<file path="src/rtl/ex_operand_stage_if.sv">
// ============================================================================
// Module   : ex_operand_stage_if
// Purpose  : Handshake, forwarding and ALU-operand bundle for the ID/EX stage.
// Revision : 1.0 - initial release
// ============================================================================
`default_nettype none

interface ex_operand_stage_if;
    logic        flush;
    logic        in_valid;
    logic        in_ready;
    logic [31:0] in_rs1_val;
    logic [31:0] in_rs2_val;
    logic [31:0] in_imm;
    logic [4:0]  in_rs1_addr;
    logic [4:0]  in_rs2_addr;
    logic [4:0]  in_rd_addr;
    logic [2:0]  in_funct3;
    logic        in_b30;
    logic        in_use_imm;
    logic        mem_fwd_en;
    logic [4:0]  mem_fwd_rd;
    logic [31:0] mem_fwd_data;
    logic        wb_fwd_en;
    logic [4:0]  wb_fwd_rd;
    logic [31:0] wb_fwd_data;
    logic        out_valid;
    logic        out_ready;
    logic [31:0] alu_a;
    logic [31:0] alu_b;
    logic [2:0]  alu_operation;
    logic        alu_control;
    logic        alu_lt;
    logic        alu_ltu;
    logic [4:0]  out_rd;

    modport master (
        output flush, in_valid, in_rs1_val, in_rs2_val, in_imm, in_rs1_addr,
               in_rs2_addr, in_rd_addr, in_funct3, in_b30, in_use_imm,
               mem_fwd_en, mem_fwd_rd, mem_fwd_data,
               wb_fwd_en, wb_fwd_rd, wb_fwd_data, out_ready,
        input  in_ready, out_valid, alu_a, alu_b, alu_operation, alu_control,
               alu_lt, alu_ltu, out_rd
    );

    modport slave (
        input  flush, in_valid, in_rs1_val, in_rs2_val, in_imm, in_rs1_addr,
               in_rs2_addr, in_rd_addr, in_funct3, in_b30, in_use_imm,
               mem_fwd_en, mem_fwd_rd, mem_fwd_data,
               wb_fwd_en, wb_fwd_rd, wb_fwd_data, out_ready,
        output in_ready, out_valid, alu_a, alu_b, alu_operation, alu_control,
               alu_lt, alu_ltu, out_rd
    );
endinterface

`default_nettype wire

</file>
<file path="src/rtl/ex_operand_stage.sv">
// ============================================================================
// Module   : ex_operand_stage
// Purpose  : ID/EX register feeding the ALU: forwarding, b-select, lt/ltu flags.
// Revision : 1.0 - initial release
// ============================================================================
`default_nettype none

module ex_operand_stage (
    input  wire logic          clk,
    input  wire logic          rst,
    ex_operand_stage_if.slave  bus
);

    function automatic logic [31:0] fwd_sel(
        input logic [4:0]  addr,
        input logic [31:0] rf_val,
        input logic        mem_en,
        input logic [4:0]  mem_rd,
        input logic [31:0] mem_data,
        input logic        wb_en,
        input logic [4:0]  wb_rd,
        input logic [31:0] wb_data
    );
        logic [31:0] val;
        val = rf_val;
        if (addr != 5'd0 && mem_en && mem_rd == addr)
            val = mem_data;
        else if (addr != 5'd0 && wb_en && wb_rd == addr)
            val = wb_data;
        return val;
    endfunction

    logic        valid_q, valid_d;
    logic [31:0] a_q, a_d, b_q, b_d;
    logic [2:0]  op_q, op_d;
    logic        ctrl_q, ctrl_d;
    logic        lt_q, lt_d, ltu_q, ltu_d;
    logic [4:0]  rd_q, rd_d, rs1_tag_q, rs1_tag_d, rs2_tag_q, rs2_tag_d;
    logic        use_imm_q, use_imm_d;

    logic        w_in_ready, w_capture, w_stall, w_snoop_a, w_snoop_b, w_ctrl;
    logic [31:0] w_a_new, w_b_new, w_snp_a, w_snp_b, w_cmp_a, w_cmp_b;

    assign w_in_ready = !valid_q || bus.out_ready;
    assign w_capture  = bus.in_valid && w_in_ready && !bus.flush;
    assign w_stall    = valid_q && !bus.out_ready && !bus.flush;

    assign w_a_new = fwd_sel(bus.in_rs1_addr, bus.in_rs1_val,
                             bus.mem_fwd_en, bus.mem_fwd_rd, bus.mem_fwd_data,
                             bus.wb_fwd_en, bus.wb_fwd_rd, bus.wb_fwd_data);
    assign w_b_new = bus.in_use_imm ? bus.in_imm :
                     fwd_sel(bus.in_rs2_addr, bus.in_rs2_val,
                             bus.mem_fwd_en, bus.mem_fwd_rd, bus.mem_fwd_data,
                             bus.wb_fwd_en, bus.wb_fwd_rd, bus.wb_fwd_data);
    // Immediates keep bit 30 only for the shift-right group (SRLI/SRAI).
    assign w_ctrl = bus.in_b30 && (!bus.in_use_imm || bus.in_funct3 == 3'b101);

    assign w_snoop_a = w_stall && bus.wb_fwd_en && bus.wb_fwd_rd != 5'd0
                       && bus.wb_fwd_rd == rs1_tag_q;
    assign w_snoop_b = w_stall && bus.wb_fwd_en && bus.wb_fwd_rd != 5'd0
                       && !use_imm_q && bus.wb_fwd_rd == rs2_tag_q;
    assign w_snp_a   = w_snoop_a ? bus.wb_fwd_data : a_q;
    assign w_snp_b   = w_snoop_b ? bus.wb_fwd_data : b_q;

    // Capture and stall are mutually exclusive, so one comparator pair serves both.
    assign w_cmp_a = w_capture ? w_a_new : w_snp_a;
    assign w_cmp_b = w_capture ? w_b_new : w_snp_b;

    always_comb begin
        valid_d   = valid_q;
        a_d       = a_q;
        b_d       = b_q;
        op_d      = op_q;
        ctrl_d    = ctrl_q;
        lt_d      = lt_q;
        ltu_d     = ltu_q;
        rd_d      = rd_q;
        rs1_tag_d = rs1_tag_q;
        rs2_tag_d = rs2_tag_q;
        use_imm_d = use_imm_q;

        if (bus.flush)          valid_d = 1'b0;
        else if (w_capture)     valid_d = 1'b1;
        else if (bus.out_ready) valid_d = 1'b0;

        if (w_capture) begin
            a_d       = w_a_new;
            b_d       = w_b_new;
            op_d      = bus.in_funct3;
            ctrl_d    = w_ctrl;
            rd_d      = bus.in_rd_addr;
            rs1_tag_d = bus.in_rs1_addr;
            rs2_tag_d = bus.in_rs2_addr;
            use_imm_d = bus.in_use_imm;
            lt_d      = $signed(w_cmp_a) < $signed(w_cmp_b);
            ltu_d     = w_cmp_a < w_cmp_b;
        end else if (w_snoop_a || w_snoop_b) begin
            a_d   = w_snp_a;
            b_d   = w_snp_b;
            lt_d  = $signed(w_cmp_a) < $signed(w_cmp_b);
            ltu_d = w_cmp_a < w_cmp_b;
        end
    end

    always_ff @(posedge clk or posedge rst) begin
        if (rst) begin
            valid_q   <= 1'b0;
            a_q       <= 32'd0;
            b_q       <= 32'd0;
            op_q      <= 3'd0;
            ctrl_q    <= 1'b0;
            lt_q      <= 1'b0;
            ltu_q     <= 1'b0;
            rd_q      <= 5'd0;
            rs1_tag_q <= 5'd0;
            rs2_tag_q <= 5'd0;
            use_imm_q <= 1'b0;
        end else begin
            valid_q   <= valid_d;
            a_q       <= a_d;
            b_q       <= b_d;
            op_q      <= op_d;
            ctrl_q    <= ctrl_d;
            lt_q      <= lt_d;
            ltu_q     <= ltu_d;
            rd_q      <= rd_d;
            rs1_tag_q <= rs1_tag_d;
            rs2_tag_q <= rs2_tag_d;
            use_imm_q <= use_imm_d;
        end
    end

    assign bus.in_ready      = w_in_ready;
    assign bus.out_valid     = valid_q;
    assign bus.alu_a         = a_q;
    assign bus.alu_b         = b_q;
    assign bus.alu_operation = op_q;
    assign bus.alu_control   = ctrl_q;
    assign bus.alu_lt        = lt_q;
    assign bus.alu_ltu       = ltu_q;
    assign bus.out_rd        = rd_q;

endmodule

`default_nettype wire

</file>
<file path="src/flat_wrapper.sv">
// flat-port wrapper written by rule: the top's interface ports become plain ports
module ex_operand_stage_flat 
  (clk, rst, bus_flush, bus_in_valid, bus_in_rs1_val, bus_in_rs2_val, bus_in_imm, bus_in_rs1_addr, bus_in_rs2_addr, bus_in_rd_addr, bus_in_funct3, bus_in_b30, bus_in_use_imm, bus_mem_fwd_en, bus_mem_fwd_rd, bus_mem_fwd_data, bus_wb_fwd_en, bus_wb_fwd_rd, bus_wb_fwd_data, bus_out_ready, bus_in_ready, bus_out_valid, bus_alu_a, bus_alu_b, bus_alu_operation, bus_alu_control, bus_alu_lt, bus_alu_ltu, bus_out_rd);
  ex_operand_stage_if bus_i ();
  input  wire logic clk;
  input  wire logic rst;
  input wire logic [$bits(bus_i.flush)-1:0] bus_flush;
  input wire logic [$bits(bus_i.in_valid)-1:0] bus_in_valid;
  input wire logic [$bits(bus_i.in_rs1_val)-1:0] bus_in_rs1_val;
  input wire logic [$bits(bus_i.in_rs2_val)-1:0] bus_in_rs2_val;
  input wire logic [$bits(bus_i.in_imm)-1:0] bus_in_imm;
  input wire logic [$bits(bus_i.in_rs1_addr)-1:0] bus_in_rs1_addr;
  input wire logic [$bits(bus_i.in_rs2_addr)-1:0] bus_in_rs2_addr;
  input wire logic [$bits(bus_i.in_rd_addr)-1:0] bus_in_rd_addr;
  input wire logic [$bits(bus_i.in_funct3)-1:0] bus_in_funct3;
  input wire logic [$bits(bus_i.in_b30)-1:0] bus_in_b30;
  input wire logic [$bits(bus_i.in_use_imm)-1:0] bus_in_use_imm;
  input wire logic [$bits(bus_i.mem_fwd_en)-1:0] bus_mem_fwd_en;
  input wire logic [$bits(bus_i.mem_fwd_rd)-1:0] bus_mem_fwd_rd;
  input wire logic [$bits(bus_i.mem_fwd_data)-1:0] bus_mem_fwd_data;
  input wire logic [$bits(bus_i.wb_fwd_en)-1:0] bus_wb_fwd_en;
  input wire logic [$bits(bus_i.wb_fwd_rd)-1:0] bus_wb_fwd_rd;
  input wire logic [$bits(bus_i.wb_fwd_data)-1:0] bus_wb_fwd_data;
  input wire logic [$bits(bus_i.out_ready)-1:0] bus_out_ready;
  output wire logic [$bits(bus_i.in_ready)-1:0] bus_in_ready;
  output wire logic [$bits(bus_i.out_valid)-1:0] bus_out_valid;
  output wire logic [$bits(bus_i.alu_a)-1:0] bus_alu_a;
  output wire logic [$bits(bus_i.alu_b)-1:0] bus_alu_b;
  output wire logic [$bits(bus_i.alu_operation)-1:0] bus_alu_operation;
  output wire logic [$bits(bus_i.alu_control)-1:0] bus_alu_control;
  output wire logic [$bits(bus_i.alu_lt)-1:0] bus_alu_lt;
  output wire logic [$bits(bus_i.alu_ltu)-1:0] bus_alu_ltu;
  output wire logic [$bits(bus_i.out_rd)-1:0] bus_out_rd;
  assign bus_i.flush = bus_flush;
  assign bus_i.in_valid = bus_in_valid;
  assign bus_i.in_rs1_val = bus_in_rs1_val;
  assign bus_i.in_rs2_val = bus_in_rs2_val;
  assign bus_i.in_imm = bus_in_imm;
  assign bus_i.in_rs1_addr = bus_in_rs1_addr;
  assign bus_i.in_rs2_addr = bus_in_rs2_addr;
  assign bus_i.in_rd_addr = bus_in_rd_addr;
  assign bus_i.in_funct3 = bus_in_funct3;
  assign bus_i.in_b30 = bus_in_b30;
  assign bus_i.in_use_imm = bus_in_use_imm;
  assign bus_i.mem_fwd_en = bus_mem_fwd_en;
  assign bus_i.mem_fwd_rd = bus_mem_fwd_rd;
  assign bus_i.mem_fwd_data = bus_mem_fwd_data;
  assign bus_i.wb_fwd_en = bus_wb_fwd_en;
  assign bus_i.wb_fwd_rd = bus_wb_fwd_rd;
  assign bus_i.wb_fwd_data = bus_wb_fwd_data;
  assign bus_i.out_ready = bus_out_ready;
  assign bus_in_ready = bus_i.in_ready;
  assign bus_out_valid = bus_i.out_valid;
  assign bus_alu_a = bus_i.alu_a;
  assign bus_alu_b = bus_i.alu_b;
  assign bus_alu_operation = bus_i.alu_operation;
  assign bus_alu_control = bus_i.alu_control;
  assign bus_alu_lt = bus_i.alu_lt;
  assign bus_alu_ltu = bus_i.alu_ltu;
  assign bus_out_rd = bus_i.out_rd;
  ex_operand_stage u_core (.clk(clk), .rst(rst), .bus(bus_i));
endmodule
</file>
<file path="config.mk">
export PLATFORM = sky130hd
export DESIGN_NAME = ex_operand_stage_flat
export DESIGN_NICKNAME = d
export VERILOG_FILES = /design/src/rtl/ex_operand_stage_if.sv /design/src/rtl/ex_operand_stage.sv /design/src/flat_wrapper.sv
export SDC_FILE = /design/constraint.sdc
export NUM_CORES = 1
export LEC_CHECK = 0
export ABC_AREA = 1
export CORE_MARGIN = 2
export CORE_UTILIZATION = 48
export DETAILED_ROUTE_END_ITERATION = 12
export MAX_ROUTING_LAYER = met4
export PLACE_DENSITY = 0.89
export RECOVER_POWER = 25
export SETUP_SLACK_MARGIN = 0.15
export SYNTH_ARGS = -nofsm -noshare
export SYNTH_HDL_FRONTEND = slang
export SYNTH_SLANG_ARGS = --single-unit
export TNS_END_PERCENT = 1
</file>
<file path="constraint.sdc">
create_clock -name clk -period 5.9 [get_ports clk]
set_clock_uncertainty 0.1 [all_clocks]
set_input_delay 0.59 -clock clk [delete_from_list [all_inputs] [get_ports clk]]
set_output_delay 0.59 -clock clk [all_outputs]
set_load 0.02 [all_outputs]
</file>
* Yosys cells after proc, flatten, opt, wreduce, memory -nomap -nowiden *
Cells that the tools add are included.

word-level totals
  logic and storage cells = 71
  output and inout port bits = 77
  register bits after elaboration = 87
  bits of input ports = 197

operators by class
  reductions and logical operators = 31
  equal/unequal tests = 7
  magnitude comparators = 2
  mux-type cells = 20

operator list
  cell                                   count
  2-to-1 mux 32 bit                      13
  < comparator 32 bit                    2
  == test 5 bit                          6
  logical AND 1 bit                      18
  nonzero test 5 bit                     3
  2-to-1 mux 1 bit                       7
  zero test 1 bit                        5
  == test 3 bit (second input constant)  1
  logical OR 1 bit                       3
  nonzero test 3 bit                     1
  nonzero test 2 bit                     1

* Depth between registers and ports, before layout *
Gate-level depths: netlist of the first run.

  depth after elaboration = 12
  depth in mapped cells = 29
  depth with buffers taken out = 28

* Least setup slack after synthesis of the first run *
OpenSTA, ideal clock, no wires.

  path kind = input to register
  start point = input port bus_out_ready
  end point = register u_core.lt_q, in the netlist u_core.bus.alu_lt
  arrival time = 3194 ps
  cell stages on the path = 19
  buffers on the path = 2
  required time = 5683 ps
  setup time = 117 ps
  setup slack = 2489 ps
  cells stage by stage = inv_1 nand2_1 nand2_1 nor2_2 inv_1 clkbuf_1 clkbuf_1 o21ai_0 o22ai_1 ha_1 a21oi_1 nor2_1 a211oi_1 o221a_2 nor2_1 a211oi_1 nand3_1 nand3_1 nand2_1

between the ends
  elaborated cells on any way between the ends = 20
  those cells by class = order compare: 1; mux: 6; reduce/logical: 13

RTL lines
  item                                  RTL line                                         source
  from (decl)                           flat_wrapper.sv:24                               input wire logic [$bits(bus_i.out_ready)-1:0] bus_out_ready;
  logical OR 1 bit *                    ex_operand_stage.sv:44                           assign w_in_ready = !valid_q || bus.out_ready;
  named net bus_in_ready                flat_wrapper.sv:25                               output wire logic [$bits(bus_i.in_ready)-1:0] bus_in_ready;
  logical AND 1 bit * (2 in series)     ex_operand_stage.sv:45                           assign w_capture = bus.in_valid && w_in_ready && !bus.flush;
  2-to-1 mux 32 bit (on tied branches)  ex_operand_stage.sv:66, ex_operand_stage.sv:67
  < comparator 32 bit                   ex_operand_stage.sv:95, ex_operand_stage.sv:100
  2-to-1 mux 1 bit                      ex_operand_stage.sv:97                           end else if (w_snoop_a || w_snoop_b) begin
  2-to-1 mux 1 bit                      ex_operand_stage.sv:86                           if (w_capture) begin
  to (signal assigned)                  ex_operand_stage.sv:124                          lt_q <= lt_d;
  to (decl)                             ex_operand_stage.sv:37                           logic lt_q, lt_d, ltu_q, ltu_d;

Mark *: on every way through the listed nets, which the timed path passes. The rest lies on a longest branch. The select of a mux whose other input is x is not followed.
A chain may end at the register's enable or synchronous reset.

* Worst setup path after layout of the first run *
  start point = input port bus_wb_fwd_rd[4]
  end point = register u_core.lt_q, in the netlist u_core.bus.alu_lt

between the ends
  cells in the longest elaborated chain, start to end = 9
  elaborated cells on any way between the ends = 25
  those cells by class = order compare: 1; eq/ne: 4; mux: 11; reduce/logical: 9

RTL lines
  item                                                    RTL line                                                                source
  from (decl)                                             flat_wrapper.sv:22                                                      input wire logic [$bits(bus_i.wb_fwd_rd)-1:0] bus_wb_fwd_rd;
  == test 5 bit or nonzero test 5 bit (tied branches)     ex_operand_stage.sv:28, ex_operand_stage.sv:58, ex_operand_stage.sv:60
  logical AND 1 bit (on tied branches)                    ex_operand_stage.sv:28, ex_operand_stage.sv:58, ex_operand_stage.sv:60
  2-to-1 mux 32 bit or logical AND 1 bit (tied branches)  ex_operand_stage.sv:28, ex_operand_stage.sv:61
  2-to-1 mux 32 bit or logical AND 1 bit (tied branches)  ex_operand_stage.sv:26, ex_operand_stage.sv:61
  2-to-1 mux 32 bit (on tied branches)                    ex_operand_stage.sv:51, ex_operand_stage.sv:63
  2-to-1 mux 32 bit                                       ex_operand_stage.sv:67                                                  assign w_cmp_b = w_capture ? w_b_new : w_snp_b;
  < comparator 32 bit                                     ex_operand_stage.sv:95, ex_operand_stage.sv:100
  2-to-1 mux 1 bit                                        ex_operand_stage.sv:97
  2-to-1 mux 1 bit                                        ex_operand_stage.sv:86

Parallel ways exist; a longest one is shown, timed or not. The select of a mux whose other input is x is not followed.

==> results of run 1 <==
==> power groups by stage <==
stage                     combinational [uW]  sequential (uW)  clock (uW)
after global placement                   969              767           0
after CTS                                989              760         606
after floorplan                          405              863           0
final                                    988              761         607
after global routing                    1070              769         629
after detailed placement                 980              768           0
==> sequential cells by signal, summed over array words and instances (netlist names) <==
register	count
u_core.bus.out_valid	1
u_core.use_imm_q	1
u_core.bus.out_rd	5
u_core.rs1_tag_q	5
u_core.bus.alu_operation	3
u_core.bus.alu_ltu	1
u_core.bus.alu_control	1
u_core.bus.alu_a	32
u_core.rs2_tag_q	5
u_core.bus.alu_b	32
u_core.bus.alu_lt	1
==> worst max path at each step <==
stage,start,end,depth (start not counted)
4_1_cts,bus_wb_fwd_rd[2],u_core.bus.alu_lt,19
2_1_floorplan,bus_out_ready,u_core.bus.alu_lt,19
3_3_place_gp,bus_wb_fwd_rd[4],u_core.bus.alu_lt,17
5_1_grt,bus_out_ready,u_core.bus.alu_lt,22
6_report,bus_wb_fwd_rd[4],u_core.bus.alu_lt,17
3_5_place_dp,bus_wb_fwd_rd[2],u_core.bus.alu_lt,19
==> metrics by stage <==
stage                     power (uW)   util
after floorplan                 1270      -
after global routing            2470  0.717
after detailed placement        1750  0.695
after global placement          1740  0.695
after CTS                       2350  0.717
final                           2360  0.717
==> cell families after synthesis <==
kind of cell | count (synthesis) | share of synthesized area
AND/OR/NAND/NOR | 432 | 0.260
XOR/XNOR | 10 | 0.0126
AO/OA/AOI/OAI | 298 | 0.262
adder cells (fa/ha/maj) | 31 | 0.0560
buffers and inverters | 175 | 0.0957
flip-flops | 87 | 0.314
==> cells in the mapped netlist (3+ instances only) <==
library cell / n
o211ai_1: 30
a31oi_1: 5
o22ai_1: 63
dfrtp_1: 87
nand3_1: 29
o21ai_0: 104
nand2_1: 215
nand4_1: 6
nor2_2: 3
inv_2: 7
o21ai_1: 5
or2_2: 22
xnor2_1: 8
nand2_2: 5
a21oi_1: 39
buf_1: 4
clkbuf_1: 52
o31ai_1: 5
buf_2: 5
a32oi_1: 20
nor2_1: 140
a211oi_1: 23
inv_1: 104
ha_1: 31
clkinv_1: 3
==> worst min-delay path: cells and delay by family (launching register included) <==
family | cells | cell delay (ns)
flops | 1 | 0.34
compound gates | 1 | 0.06
simple gates | 1 | 0.05
==> cell type report <==
cell class              count  share of cell area
diodes                      1            0.000249
clock buffers              10              0.0238
clock inverters             6             0.00686
inverters                 114              0.0429
multi-input cells         771               0.408
flip-flops and latches     87               0.217
well taps                 180              0.0224
repair buffers            282               0.279
==> per-layer routing <==
metal	share of wire	vias to the layer above	routed length [um]	GRT usage
met4	0.030	0	809	0.133
li1	-	3983	-	-
met2	0.46	488	12700	0.573
met3	0.11	66	2920	0.0673
met5	0	-	0	-
met1	0.40	3825	11000	0.471
==> results.yml, run 1 <==
logic_synthesis:
  synth_edf_count: 0
  synth_cell_types: 39
  ys.flop_type: "dfrtp_1"
  syn_area_um2: 6930
  ys_async_sr_fraction: 1.00
  synth.top_cell.area_share: 0.314
  synth.top_cells.by_area: "dfrtp_1 31%, nand2_1 12%, nor2_1 7.6%"
  synth_nets: 1261
  postSynthCellCount: 1033
  seq_area_frac_synth: 0.314
  ys_ff_latch: 87
  yosysWarnings: 0
  synth_area_leader_cell: "dfrtp_1"
  postSynthAreaPerCell_um2: 6.71
placement:
  port_buffers: 273
  post-place-ws_ns: 1.27
  dp.cells: 1434
  place.gp.congestion: 0.984
  place_hpwl_um: 20000
  placed_area_um2: 9730
grt:
  antenna_found_initial: 1
  grt_pass1_wl_um: 41600
  grt_usage: 0.365
  grt-ovfl-total: 0
  grt_max_degree: 79
  grt_pass1_vias: 7892
final_layout:
  synthToLayoutAreaGrowth_pct: 44.8
  multi_input_area_um2: 4090
  nNetsFinal: 1493
  seqCellArea_um2: 2180
  fin_area_um2: 10000
  fillers: 1163
  final_common_cell: "clkdlybuf4s50_1"
  layout_common_cells: "245 x clkdlybuf4s50_1, 215 x nand2_1, 140 x nor2_1"
  fin_cells: 1451
  drive_above_1_share: 0.0559
clock_network:
  post_cts_resize_count: 0
  post-cts-setup-buffers: 0
  root_buffer: "clkbuf_16"
  h-tree-depth: 3
  clock_latency_ns: 0.36
  cts_tree: "done"
  cts_sinks: 87
  clock_path_buffers: 2
  cts-hold-fix-buffers: 0
  clk_pin_slew_worst_paths_ns: 0.07
  cts_buffers: 9
worst_setup_path:
  worst-path-buf-inv: 2
  critPathLaunchType: "primary input"
  arrival_ns: 4.47
  critPathTopFamily: "simple AND/OR/NAND/NOR gates"
  worstReg2RegStart: "u_core.rs2_tag_q[2]"
  r2r_end: "u_core.bus.alu_lt"
  path_class: "in2reg"
  end_kind: "register"
  worstPathCellList: "clkdlybuf4s50_1 > xor2_1 > nor3_1 > nand2_2 > inv_2 > or2_2 > a32oi_1 > ha_1 > nand2_1 > nor2_1 > a211oi_1 > o221a_2 > nor2_1 > a211oi_1 > nand3_1 > nand3_1 > nand2_1"
  crit_required_ns: 6.04
  slowest_stage: "inv_2"
  worst-path-max-fanout: 50
  max_stage_delay_ns: 0.70
  ff2ff_setup_slack_ns: 1.98
  reg2reg_depth: 16
timing:
  rsz0062_at_grt: "false"
  relSlewSlack: -0.127
  setup_viol: 0
  hold_viol_final: 0
  timing.hold.ws_ns: 0.379
  setup_tns_ns: 0
  tightestPinTransition_ns: 1.69
  postLayoutSetupSlackWorst_ns: 1.57
  max_freq_mhz: 231
  post-route-period-util: 0.733
  drv_slew: 66
  period_minus_slack_ns: 4.33
job:
  drv_cap: 1
min_path:
  min_path_type: "reg2reg"
  holdPathStages: 2
  hp-start: "u_core.bus.alu_operation[2]"
  min_to: "u_core.bus.alu_operation[2]"
drt:
  num_vias: 8362
  wl_per_cell_um: 18.9
  first_pass_iters: 6
  drc: 0
  routed_wl_um: 27400
  postRouteAntennaNets: 0
  vias_per_cell: 5.76
  drt-initial-drc-count: 901
power:
  p_int_uw: 1500
  seqPwrFrac: 0.323
  power-per-cell-area_nw_per_um2: 235
  vdd_ir_drop_max_mv: 0.154
  p_clk_frac: 0.258
  combPwrFrac: 0.419
  power.share.switching: 0.365
  p_leak_uw: 0.00458
  p_switching_uw: 859
die:
  floorplan.initialDensity: 0.495
  die_area_um2: 15400
  die_w_um: 124
  fp-row-count: 43
  core_um2: 14000
  die_h_um: 124
  io_pins: 274
run_status:
  status: "complete, but fails checks"
  violations: "capacitance limit, slew limit"
Note: power is estimated with default switching activity, not from simulation.
==> inputs of run 2 (changes only) <==
Settings changed: CORE_UTILIZATION 48 to 41, PLACE_DENSITY 0.89 to 0.81.
Clock period 5.9 ns to 3.85 ns, I/O delays scaled along.
==> run 2 against run 1 <==
Against the previous run:
- the run still ends with capacitance limit, slew limit left
- non-clock buffer count grew 72
- clock power grew 75%
- worst setup slack got worse by 1.2 ns
- largest power group unchanged
==> results.yml, run 2 (same netlist as run 1, synthesis figures left out) <==
die:
  core_um2: 16500
  die_area_um2: 18000
  die_w_um: 134
  die_h_um: 134
  io_pins: 274
  fp-row-count: 47
  floorplan.initialDensity: 0.419
timing:
  max_freq_mhz: 285
  hold_viol_final: 0
  setup_viol: 0
  rsz0062_at_grt: "false"
  tightestPinTransition_ns: 2.34
  post-route-period-util: 0.912
  postLayoutSetupSlackWorst_ns: 0.337
  drv_slew: 49
  relSlewSlack: -0.567
  setup_tns_ns: 0
  period_minus_slack_ns: 3.51
power:
  power.share.switching: 0.350
  p_int_uw: 2510
  p_leak_uw: 0.00507
  combPwrFrac: 0.422
  seqPwrFrac: 0.303
  p_switching_uw: 1350
  vdd_ir_drop_max_mv: 0.284
  power-per-cell-area_nw_per_um2: 350
  p_clk_frac: 0.275
drt:
  wl_per_cell_um: 18.7
  drt-initial-drc-count: 754
  vias_per_cell: 5.55
  first_pass_iters: 7
  routed_wl_um: 29300
  num_vias: 8674
  postRouteAntennaNets: 0
  drc: 0
worst_setup_path:
  path_class: "in2reg"
  critPathLaunchType: "primary input"
  arrival_ns: 3.65
  slowest_stage: "clkdlybuf4s50_1"
  worstPathCellList: "clkdlybuf4s50_1 > inv_1 > a21oi_2 > nand2_1 > nor2_4 > nand2_4 > buf_4 > buf_12 > a21oi_1 > o211ai_1 > a32oi_2 > ha_1 > nand2_1 > nor2_1 > a211oi_2 > o221a_2 > nor2_1 > a211oi_2 > nand3_1 > nand3_1 > nand2_1"
  worst-path-max-fanout: 22
  cp_common_cell: "nand2_1"
  max_stage_delay_ns: 0.52
  end_kind: "register"
  crit_required_ns: 3.99
job:
  drv_cap: 1
clock_network:
  clock_latency_ns: 0.35
  root_buffer: "clkbuf_16"
  cts_buffers: 9
  h-tree-depth: 3
  cts_sinks: 87
  cts-hold-fix-buffers: 0
  cts_tree: "done"
  clk_pin_slew_worst_paths_ns: 0.07
  clock_path_buffers: 2
run_status:
  status: "complete, but fails checks"
  violations: "capacitance limit, slew limit"
final_layout:
  fillers: 1481
  synthToLayoutAreaGrowth_pct: 59.1
  nNetsFinal: 1565
  drive_above_1_share: 0.127
  final_common_cell: "clkdlybuf4s50_1"
  final_util: 0.667
  layout_common_cells: "264 x clkdlybuf4s50_1, 214 x nand2_1, 133 x nor2_1"
  num_antenna_cells: 0
grt:
  grt_usage: 0.327
  met2_usage: 0.517
  grt_max_degree: 49
  antenna_found_initial: 0
  grt_pass1_vias: 8332
  grtUsageMet1: 0.429
  met3_usage: 0.0484
  grt_pass1_wl_um: 44500
  busiest_layer: "met2"
  grt-ovfl-total: 0
placement:
  place.gp.congestion: 0.970
  port_buffers: 273
  place_hpwl_um: 22200
  post-place-ws_ns: -0.183
min_path:
  min_path_type: "in2reg"
## run 2: changes by cell type in the layout (fill, tap and decap cells not counted), moves of 9 or more
| cell | delta |
|---|---|
| buf_4 | +57 |
| dlygate4sd3_1 | -27 |
| o21ai_0 | -10 |
| clkdlybuf4s50_1 | +19 |
| o21ai_1 | +9 |
| buf_12 | +13 |
## run 2: area by class of cell
cell class                      instances  area, um2  share of cell area
Clock inverter                          5        105             0.00953
Sequential cell                        87       2180               0.197
Inverter                              114        430              0.0390
Clock buffer                           11        243              0.0220
Timing Repair Buffer                  354       3540               0.321
Tap cell                              220        275              0.0250
Multi-Input combinational cell        771       4250               0.386
## run 2: metal layers
metal  routed length (um)  share of wire
met1                12200           0.42
met2                13700           0.47
met3                 2510          0.086
met4                  833          0.028
met5                    0              0
## run 2: power groups by stage
stage / clock network (uW) / logic [uW] / registers [uW]
4_1_cts: 1070 / 1560 / 1170
6_report: 1060 / 1630 / 1170
3_5_place_dp: 0 / 1550 / 1180
2_1_floorplan: 0 / 621 / 1320
5_1_grt: 1100 / 1770 / 1190
3_3_place_gp: 0 / 1540 / 1180
## run 2: final timing paths
kind / start / endpoint / slack (ns) / depth (start not counted)
min in group asynchronous: rst / u_core.bus.alu_a[29] / 1.03 / 2
worst max register to register: u_core.bus.out_valid / u_core.bus.alu_lt / 0.59 / 18
worst min register to register: u_core.bus.out_rd[0] / u_core.bus.out_rd[0] / 0.37 / 2
worst min-delay path: bus_in_rs2_addr[4] / u_core.rs2_tag_q[4] / 0.34 / 3
max in group asynchronous: rst / u_core.bus.alu_b[24] / 0.77 / 3
worst max-delay path: bus_wb_fwd_en / u_core.bus.alu_lt / 0.34 / 21
## run 2: stage by stage
step | hold WS (ns) | total power (uW) | instance area, um2 | instances
2_1_floorplan | 0.348 | 1940 | 6930 | 1033
3_3_place_gp | 0.353 | 2720 | 10400 | 1533
3_5_place_dp | 0.357 | 2730 | 10400 | 1533
4_1_cts | 0.374 | 3800 | 10700 | 1549
5_1_grt | 0.367 | 4060 | 11000 | 1562
6_report | 0.336 | 3860 | 11000 | 1562
## run 2: what timing repair did
| item | in CTS | in global routing |
|---|---|---|
| resized for setup | 0 | 58 |
| setup endpoints to repair | 0 | 2 |
| buffers inserted | 0 | 12 |
| hold endpoints to repair | 0 | 0 |
## run 2: worst max-delay path, delay by kind of cell
kind | cells | cell delay (ns)
compound gates | 7 | 1.24
buf+inv | 4 | 0.93
fa+ha+maj | 1 | 0.30
simple gates | 9 | 0.79
